[config.mk]
export PLATFORM = sky130hd
export DESIGN_NAME = pipe_stall_flush_ctrl
export DESIGN_NICKNAME = d
export VERILOG_FILES = /design/src/rtl/pipe_stall_flush_ctrl.sv
export SDC_FILE = /design/constraint.sdc
export NUM_CORES = 1
export LEC_CHECK = 0
export BUFFER_PORTS_ARGS = -buffer_cell sky130_fd_sc_hd__buf_2
export CAP_MARGIN = 20
export CORE_MARGIN = 4
export CORE_UTILIZATION = 25
export CTS_BUF_LIST = sky130_fd_sc_hd__clkbuf_4
export DETAILED_ROUTE_END_ITERATION = 6
export PLACE_DENSITY_LB_ADDON = 0.08
export SKIP_CTS_REPAIR_TIMING = 1
export SKIP_LAST_GASP = 1
export SYNTH_ARGS = -nofsm -noshare
export SYNTH_HDL_FRONTEND = slang
export SYNTH_SLANG_ARGS = --single-unit
[constraint.sdc]
create_clock -name clk -period 2 [get_ports clk]
set_input_delay 0.2 -clock clk [delete_from_list [all_inputs] [get_ports clk]]
set_output_delay 0.2 -clock clk [all_outputs]
set_load 0.02 [all_outputs]
[src/rtl/pipe_stall_flush_ctrl.sv]
// rtl/pipe_stall_flush_ctrl.sv - per-register stall/flush generator with pending-redirect FSM and perf counters
module pipe_stall_flush_ctrl #(
    parameter int NUM_STAGES = 5,
    parameter int EX_STAGE   = 2,
    parameter int MEM_STAGE  = 3,
    parameter int MODE       = 1,
    parameter int CNT_W      = 16
) (
    input  logic                  clk,
    input  logic                  reset,
    input  logic                  iwait,
    input  logic                  dwait,
    input  logic                  ex_busy,
    input  logic                  load_use,
    input  logic                  redirect,
    input  logic                  clr_perf,
    output logic [NUM_STAGES-1:0] stall,
    output logic [NUM_STAGES-1:0] flush,
    output logic                  pc_redirect,
    output logic                  redirect_pending,
    output logic [CNT_W-1:0]      stall_cycles,
    output logic [CNT_W-1:0]      redirect_count
);

    localparam logic [0:0] IDLE = 1'b0;
    localparam logic [0:0] PEND = 1'b1;

    function automatic logic [NUM_STAGES-1:0] span(input int lo, input int hi);
        logic [NUM_STAGES-1:0] m;
        m = '0;
        for (int i = 0; i < NUM_STAGES; i++) begin
            if (i >= lo && i <= hi) m[i] = 1'b1;
        end
        return m;
    endfunction

    localparam logic [NUM_STAGES-1:0] DW_STALL     = span(0, MEM_STAGE);
    localparam logic [NUM_STAGES-1:0] DW_FLUSH     = span(MEM_STAGE + 1, MEM_STAGE + 1);
    localparam logic [NUM_STAGES-1:0] EB_STALL     = span(0, EX_STAGE);
    localparam logic [NUM_STAGES-1:0] EB_FLUSH     = span(EX_STAGE + 1, EX_STAGE + 1);
    localparam logic [NUM_STAGES-1:0] SQUASH_FLUSH = span(1, EX_STAGE);
    localparam logic [NUM_STAGES-1:0] LU_STALL     = span(0, 1);
    localparam logic [NUM_STAGES-1:0] LU_FLUSH     = span(2, 2);
    localparam logic [NUM_STAGES-1:0] PC_ONLY      = span(0, 0);
    localparam logic [NUM_STAGES-1:0] IFID_ONLY    = span(1, 1);
    localparam logic [NUM_STAGES-1:0] GLOBAL_STALL = span(0, NUM_STAGES - 2);
    localparam logic [NUM_STAGES-1:0] LAST_MASK    = span(NUM_STAGES - 1, NUM_STAGES - 1);

    logic [0:0]            state, state_nxt;
    logic [NUM_STAGES-1:0] stall_raw, flush_raw;
    logic                  pc_redirect_raw;
    logic                  redirect_accept;

    always_comb begin
        stall_raw       = '0;
        flush_raw       = '0;
        pc_redirect_raw = 1'b0;
        redirect_accept = 1'b0;
        state_nxt       = state;
        if (MODE == 0) begin
            if (iwait || dwait || ex_busy) begin
                stall_raw = GLOBAL_STALL;
            end else if (redirect) begin
                pc_redirect_raw = 1'b1;
                flush_raw       = SQUASH_FLUSH;
                redirect_accept = 1'b1;
            end else if (load_use) begin
                stall_raw = LU_STALL;
                flush_raw = LU_FLUSH;
            end
        end else if (dwait) begin
            stall_raw = DW_STALL;
            flush_raw = DW_FLUSH;
        end else if (ex_busy) begin
            stall_raw = EB_STALL;
            flush_raw = EB_FLUSH;
        end else if (state == PEND) begin
            // Younger instructions are already squashed; only the fetch matters.
            flush_raw = IFID_ONLY;
            if (iwait) begin
                stall_raw = PC_ONLY;
            end else begin
                pc_redirect_raw = 1'b1;
                state_nxt       = IDLE;
            end
        end else if (redirect) begin
            flush_raw       = SQUASH_FLUSH;
            redirect_accept = 1'b1;
            if (iwait) begin
                stall_raw = PC_ONLY;
                state_nxt = PEND;
            end else begin
                pc_redirect_raw = 1'b1;
            end
        end else if (load_use) begin
            stall_raw = LU_STALL;
            flush_raw = LU_FLUSH;
        end else if (iwait) begin
            stall_raw = PC_ONLY;
            flush_raw = IFID_ONLY;
        end
    end

    assign stall            = reset ? '0 : (stall_raw & ~LAST_MASK);
    assign flush            = reset ? '0 : (flush_raw & ~stall_raw);
    assign pc_redirect      = !reset && pc_redirect_raw;
    assign redirect_pending = !reset && (state == PEND);

    always_ff @(posedge clk or posedge reset) begin
        if (reset) begin
            state          <= IDLE;
            stall_cycles   <= '0;
            redirect_count <= '0;
        end else begin
            state <= state_nxt;
            if (clr_perf) begin
                stall_cycles   <= '0;
                redirect_count <= '0;
            end else begin
                if (stall[0] && stall_cycles != '1)
                    stall_cycles <= stall_cycles + CNT_W'(1);
                if (redirect_accept && redirect_count != '1)
                    redirect_count <= redirect_count + CNT_W'(1);
            end
        end
    end

endmodule

; Yosys cells after proc, flatten, opt, wreduce, memory -nomap -nowiden
; Index checks and enable logic that the tools add are counted.
[word_totals]
word_cells = 49
reg_bits = 33
out_inout_bits = 44
[op_classes]
addsub = 2
bitwise_logic = 4
mux = 30
reduce_logical = 8
eq_ne = 2
[op_table]
columns = operator, count
row1 = 16-bit 2-to-1 mux, 4
row2 = 5-bit 2-to-1 mux, 7
row3 = 16-bit by 1-bit adder with 16-bit output (second input constant), 2
row4 = 16-bit != test (second input constant), 2
row5 = 1-bit 2-to-1 mux, 13
row6 = 3-bit 2-to-1 mux, 3
row7 = 4-bit 2-to-1 mux, 2
row8 = 5-bit AND, 1
row9 = 5-bit NOT, 1
row10 = 1-bit logical AND, 4
row11 = 2-bit nonzero test, 2
row12 = 2-bit 2-to-1 mux, 1
row13 = 1-bit NOT, 2
row14 = 2-bit AND reduction, 1
row15 = 1-bit logical NOT, 1

; Logic depth before layout (Yosys ltp)
; Gate-level depths: netlist (run 1).
[depth]
ltp_word = 10
mapped_depth = 7
ltp_nobuf = 5

; Worst setup path before layout (run 1)
; Ideal clock, no wire load.
[synth_path]
kind = reg2reg
startpoint = register state
endpoint = register redirect_count[13]
path_buffers = 0
path_slack_ns = -0.179
required_time_ns = 1.875
arrival_time_ns = 2.055
setup_time_ns = 0.125
stages_incl_launch_ff = 5
path_cell_list = dfrtp_1 -> or4b_4 -> or4_4 -> nor3_1 -> mux2_2
[synth_via]
elab_chain_cells = 5
[synth_lines]
columns = item, line
row1 = "start, declared", 49  ; logic [0:0] state, state_nxt;
row2 = "start signal, assigned", 115  ; state <= state_nxt;
row3 = 1-bit 2-to-1 mux, 77  ; end else if (state == PEND) begin
row4 = 1-bit 2-to-1 mux, 74  ; end else if (ex_busy) begin
row5 = 1-bit 2-to-1 mux, 71  ; end else if (dwait) begin
row6 = 1-bit logical AND, 122  ; if (redirect_accept && redirect_count != '1)
row7 = 2-bit nonzero test (no source line), n/a
row8 = "end signal, assigned", 123  ; redirect_count <= redirect_count + CNT_W'(1);
row9 = "end, declared", 22  ; output logic [CNT_W-1:0] redirect_count
; Every way passes these cells.
; A chain may end at the register's enable or synchronous reset.

; Final worst setup path (run 1)
; Ends and elaborated chain as after synthesis.

==> results of run 1 <==
-- worst reg2reg max path, stage by stage (launching register included) --
cell and delay [ps]:
sky130_fd_sc_hd__dfrtp_1 420, sky130_fd_sc_hd__or4b_4 550, sky130_fd_sc_hd__or4_4 470, sky130_fd_sc_hd__nor3_4 210, sky130_fd_sc_hd__mux2_4 310
-- kinds of logic (layout without fill, tap and decap cells) --
group / after synthesis / after routing / synth area share
AO/OA/AOI/OAI: 53 / 53 / 0.154
adder cells (fa/ha/maj): 2 / 2 / 0.0122
buffers and inverters: 17 / 101 / 0.0373
flip-flops: 33 / 33 / 0.404
multiplexers: 10 / 10 / 0.0545
other: 1 / 2 / 0.00183
AND/OR/NAND/NOR: 116 / 116 / 0.336
-- path summary, 6_finish.rpt --
kind,start,to,slack (ps),cells past startpoint
worst max-delay path,state,redirect_count[13],-60,4
worst min-delay path,reset,stall_cycles[14],80,3
worst max register to register,state,redirect_count[13],-60,4
worst min register to register,redirect_count[14],redirect_count[14],590,2
max in group asynchronous,reset,redirect_count[0],1580,3
min in group clk,redirect,state,160,3
-- cell type report --
cell class                 count  area [um^2]  share of cell area
inverter                       4         21.3             0.00748
multi-input combinational    183         1240               0.437
timing repair buffer          89          564               0.198
sequential                    33          828               0.291
tap                          102          128              0.0449
clock buffer                   8         60.1              0.0211
-- state kept, by name, summed over array words and instances (netlist names) --
signal / cells
redirect_count: 16
state: 1
stall_cycles: 16
-- placed cells by master, fill, tap and decap left out, types with 8 or more instances in the layout --
| master | synthesis | final |
|---|---|---|
| sky130_fd_sc_hd__o21ai_0 | 9 | 9 |
| sky130_fd_sc_hd__nand4_1 | 13 | 13 |
| sky130_fd_sc_hd__nor2_1 | 17 | 17 |
| sky130_fd_sc_hd__nor3_1 | 9 | 8 |
| sky130_fd_sc_hd__dfrtp_1 | 33 | 31 |
| sky130_fd_sc_hd__buf_4 | 3 | 39 |
| sky130_fd_sc_hd__clkbuf_4 | 0 | 8 |
| sky130_fd_sc_hd__o31ai_1 | 12 | 12 |
| sky130_fd_sc_hd__or4_1 | 12 | 11 |
| sky130_fd_sc_hd__a21oi_1 | 27 | 24 |
| sky130_fd_sc_hd__nand3_1 | 13 | 13 |
| sky130_fd_sc_hd__buf_2 | 1 | 48 |
| sky130_fd_sc_hd__mux2_2 | 9 | 8 |
| sky130_fd_sc_hd__nor2b_1 | 11 | 11 |
-- metal layers --
metal | up-vias | track usage
li1 | 1059 | -
met1 | 1020 | 0.160
met2 | 36 | 0.226
met3 | 5 | 0.0290
met4 | 0 | 0.0347
met5 | - | 0
-- per-stage QoR --
stage	total power [W]	utilization	setup WS, ps	cells
finish	0.00126	0.363	-62.6	419
detailed placement	0.000857	0.343	-58.8	410
global placement	0.000857	0.343	-55.6	410
global route	0.00134	0.363	-128	419
floorplan	0.000786	-	-46.2	233
CTS	0.00129	0.351	-84.8	418
-- report_power, final --
| group | switching [W] | total, W | internal [W] | leakage, nW |
|---|---|---|---|---|
| clock | 0.000233 | 0.000414 | 0.000181 | 0.0368 |
| sequential | 0.00000768 | 0.000682 | 0.000674 | 0.454 |
| combinational | 0.000101 | 0.000164 | 0.0000628 | 0.748 |
==> results list, run 1 <==
- Result of the run: complete, but fails checks
* Failing checks: setup timing
* H-tree lvl count: 2
- Drc violations: 0
- Final-stage net count: 326
- Final worst path period need: 2060 ps
- Antenna diode count: 0
- Number of vias per cell after detailed routing: 5.06
- Across the VDD grid, the largest voltage drop is 0.199 mV.
* Post-synth top area share: 0.404
* Ratio of cells with drive above 1 in the final layout: 0.401
- Hold Fails Final Rpt: 0
- Data on the critical path arrives at its endpoint at 2290 ps.
* Gr ovfl total: 0
- The worst setup path is of the flop to flop kind.
- The min-delay analysis places its worst path in the category input pin to async pin.
- Vias in the first global route: 2032
- The commonest cells after synthesis are 33 x sky130_fd_sc_hd__dfrtp_1, 27 x sky130_fd_sc_hd__a21oi_1, 17 x sky130_fd_sc_hd__nor2_1.
* Highest routing layer actually used: met4
- Largest incremental delay on the critical path: 550 ps
* Finished layout cell area: 2850 um^2
* Setup repair after global routing missed its margin: true
* Worst setup skew after layout: 7.76 ps
- For this run, the detailed router's first-pass iteration total came to 4.
* Synth async-reset ratio: 1.00
* Area of the mapped netlist: 2040 um^2
- In this run, synthesis inferred 0 flip-flops with an integrated enable.
* Worst hold slack across all endpoints: 78.9 ps
* Family of cells with the greatest summed delay on the critical path: simple AND/OR/NAND/NOR gates
- Counting along the longest clock path gives a buffer depth of 2.
- The count of buffers added on input and output ports is 49.
- Vertical die dimension: 98.4 um
- Most used DFF post-synth: sky130_fd_sc_hd__dfrtp_1
* Met3 routed wirelength: 193 um
- Total negative slack for setup checks: -112 ps
* CTS Root Cell: sky130_fd_sc_hd__clkbuf_4
- The worst setup path is launched from a flop.
* Detailed-route via count: 2120
- Pwr/cell area: 443 nW/um^2
- Placement Cell Area: 2690 um^2
* Endpoint required time on the critical path: 2230 ps
* Number of buffers created by CTS: 5
* Standard cell core area: 7850 um^2
- Detailed placement finished with a half-perimeter wire length of 4630 um.
- Largest area contributor in the synthesized netlist: sky130_fd_sc_hd__dfrtp_1
- The slowest stage of the critical path is the sky130_fd_sc_hd__or4b_4 cell.
- Final setup violation count: 3
- The detailed router put a total of 2740 um of wire on met1.
* Worst-Skew Late Latency: 340 ps
- The initial antenna violation count came to 0.
- Seq/Total Area, Yosys: 0.404
- Crit path buffers/inverters: 0
- Compared with the post-synthesis result, the final layout area differs by 39.2%.
* Final max-slew violation count: 0
- Number of I/O pins: 52
- Routed length on met2: 3200 um
- Clock tree synthesis found a total of 33 sinks.
- After clock tree synthesis, the clock-pin slew on the worst setup and hold paths is 110 ps.
- Remaining antenna violation count: 0
* Die outline area: 9690 um^2
- Layout filler cell count: 846
- Max Clk Rate: 0.485 GHz
- Post-route clock period utilization: 1.03
* Static Leak: 1.24 nW
- TritonCTS built the clock tree.
- The initial utilization of the core area, before any placement, comes to 0.261.
- Total wirelength of the detailed-routed design: 6190 um
- The worst setup path is captured at a flop.
- The first global-routing pass estimated 10200 um of wire.
- Total of max-cap violations: 0
- In the final routed layout, each cell accounts on average for 14.8 um.
- Pin count of the biggest net entering global routing: 34
- Largest driver fanout on the critical path: 5
- Synthesis produced a netlist whose cell count is 232.
* Worst-path cell chain: or4b_4, or4_4, nor3_4, mux2_4
- Post-layout worst setup margin: -62.6 ps
- Count of standard-cell rows: 32
- Across every metal layer, demand over resource in global routing totals 0.129.
* Count of routing violations after the opening detailed-route iteration: 67
* Most repeated cell in the gate-level netlist after synthesis: sky130_fd_sc_hd__dfrtp_1
- Most area-consuming cells after synthesis: sky130_fd_sc_hd__dfrtp_1 40%, sky130_fd_sc_hd__a21oi_1 6.6%, sky130_fd_sc_hd__mux2_2 5.0%
* Post-Synthesis Mean Instance Area: 8.81 um^2
- The netlist uses 37 different library cells.
* Synth Register Bits: 33
- The die is 98.4 um wide.
* Routability congestion estimate from global placement: 0.745
- For this run, the number of Yosys warnings is 0.
No activity file was read; power rests on OpenSTA's default activity.
==> run 2, diff against run 1 <==
Settings changed: CORE_UTILIZATION 25 to 35, MAX_ROUTING_LAYER set to met4.
==> results list, run 2 (synthesized netlist as in run 1, its figures left out) <==
- Result of the run: complete, but fails checks
- Failing checks: setup timing
* Endpoint required time on the critical path: 2240 ps
* Count of input and output buffers: 49
* Vertical die dimension: 84.4 um
* Leading cell types in the layout, fill and taps excluded: 49 x sky130_fd_sc_hd__buf_2, 36 x sky130_fd_sc_hd__buf_4, 31 x sky130_fd_sc_hd__dfrtp_1, 24 x sky130_fd_sc_hd__a21oi_1, 17 x sky130_fd_sc_hd__nor2_1
- Largest regs: redirect_count (16), stall_cycles (16), state (1)
- The die covers 7130 um^2.
- Setup repair after global routing missed its margin: true
* Post-route clock period utilization: 1.02
- Across the run, the number of max-cap violations was 0.
- Met2 capacity usage during global routing: 0.266
- Worst-Skew Late Latency: 340 ps
* Standard cell core area: 5570 um^2
* Count of standard-cell rows: 27
* Total number of clock tree sinks: 33
* TritonCTS clock tree: done
* Max Clk Rate: 0.488 GHz
* Critical Path End Type: flop
- Commonest non-fill, non-tap cell in the layout: sky130_fd_sc_hd__buf_2
* H-tree lvl count: 2
* Drc violations: 0
- Once routing completed, OpenROAD measured the worst setup slack at -47.6 ps.
* Pwr/cell area: 488 nW/um^2
- Post-DR wirelength/cell: 14.9 um
- Gr ovfl total: 0
- Remaining antenna violation count: 0
* Vias in the first global route: 1913
- In this run the tightest slew margin relative to its limit is 0.538.
* Final setup violation count: 1
- At the end of routability-driven placement, the weighted congestion stood at 0.830.
- Static Leak: 1.23 nW
* Largest driver fanout on the critical path: 5
- Pin placement for this block handled 52 I/O pins.
* Total negative slack for setup checks: -47.6 ps
- Drt pass-1 iters: 4
- For this run, global-route usage on met3 was measured as 0.0343.
* Antenna violations before repair: 0
- Total wirelength of the detailed-routed design: 5760 um
* Count of routing violations after the opening detailed-route iteration: 94
- Final max-slew violation count: 0
- At the worst endpoint, the arrival time is 2290 ps.
- Min-delay worst type: input pin to async pin
- At the pin with the least slew margin, the transition time is 693 ps.
- In the global route stage, met1 resource usage came out at 0.227.
- The routed design could run at a clock period as short as 2050 ps.
- Worst setup skew after layout: 8.15 ps
- Summing over every cut layer, the via total after detailed routing is 2092.
- Entering global routing, the biggest net connects 39 pins.
- Antenna diode count: 0
- Number of vias per cell after detailed routing: 5.42
* CTS max path bufs: 2
* CTS Root Cell: sky130_fd_sc_hd__clkbuf_4
* Area growth syn-to-layout: 35.6%
- X dimension of the die: 84.4 um
* Final-stage net count: 323
- For this configuration, the core starts out at a cell density of 0.367.
* Critical Path Source Type: flop
- VDD sags by at most 0.291 mV.
- Crit Path Class: flop to flop
* First-pass GRT wire length: 9760 um
* Highest-utilization routing layer at the global route stage: met2
* Hold Fails Final Rpt: 0
- Clock-pin slew on the worst setup and hold paths: 110 ps
- Ratio of cells with drive above 1 in the final layout: 0.385
- Post-detailed-placement half-perimeter wirelength: 4210 um
- Total power: 0.00135 W
- Overall fraction of global-route tracks in use: 0.172
- In this run, CTS created clock tree buffers numbering 5.
## run 2: cell count changes in the layout (fill, tap and decap cells not counted), sizes merged
cell and delta:
bufinv +1, clkbuf -2, buf -3, clkinv +1
## run 2: worst paths after layout
kind,start,to,slack (ps),depth (start not counted)
setup / recovery,state,redirect_count[13],-50,4
hold / removal,reset,redirect_count[12],70,3
setup reg to reg,state,redirect_count[13],-50,4
hold reg to reg,redirect_count[14],redirect_count[14],580,2
max in group asynchronous,reset,redirect_count[1],1590,3
min in group clk,redirect,state,250,4
## run 2: cell type report
type	count	area, um^2
inverter	4	18.8
fill	554	2800
timing repair buffer	86	527
clock inverter	2	33.8
multi-input combinational	183	1230
sequential	33	828
tap	72	90.1
clock buffer	6	45.0
## run 2: per-layer routing
metal | part of all wire | up-vias
li1 | - | 1050
met1 | 0.46 | 986
met2 | 0.48 | 48
met3 | 0.046 | 8
met4 | 0.015 | 0
met5 | 0 | -
## run 2: power by group
part / internal [W] / total, W / switching, W
sequential: 0.000674 / 0.000680 / 0.00000607
combinational: 0.0000567 / 0.000156 / 0.0000997
clock: 0.000274 / 0.000514 / 0.000241
## run 2: critical path, cell delays in order, from the launching register on
cell                      delay (ps)
sky130_fd_sc_hd__dfrtp_1         410
sky130_fd_sc_hd__or4b_4          540
sky130_fd_sc_hd__or4_4           470
sky130_fd_sc_hd__nor3_4          190
sky130_fd_sc_hd__mux2_2          340
## run 2: stage by stage
step / cell area (um^2) / utilization / setup WS (ps) / hold slack, ps / instances
finish: 2770 / 0.497 / -47.6 / 70.2 / 386
global route: 2770 / 0.497 / -107 / 121 / 386
CTS: 2680 / 0.480 / -62.4 / 71.1 / 382
detailed placement: 2600 / 0.466 / -40.1 / 463 / 374
global placement: 2600 / 0.466 / -43.5 / 455 / 374
floorplan: 2080 / - / -46.2 / 350 / 233
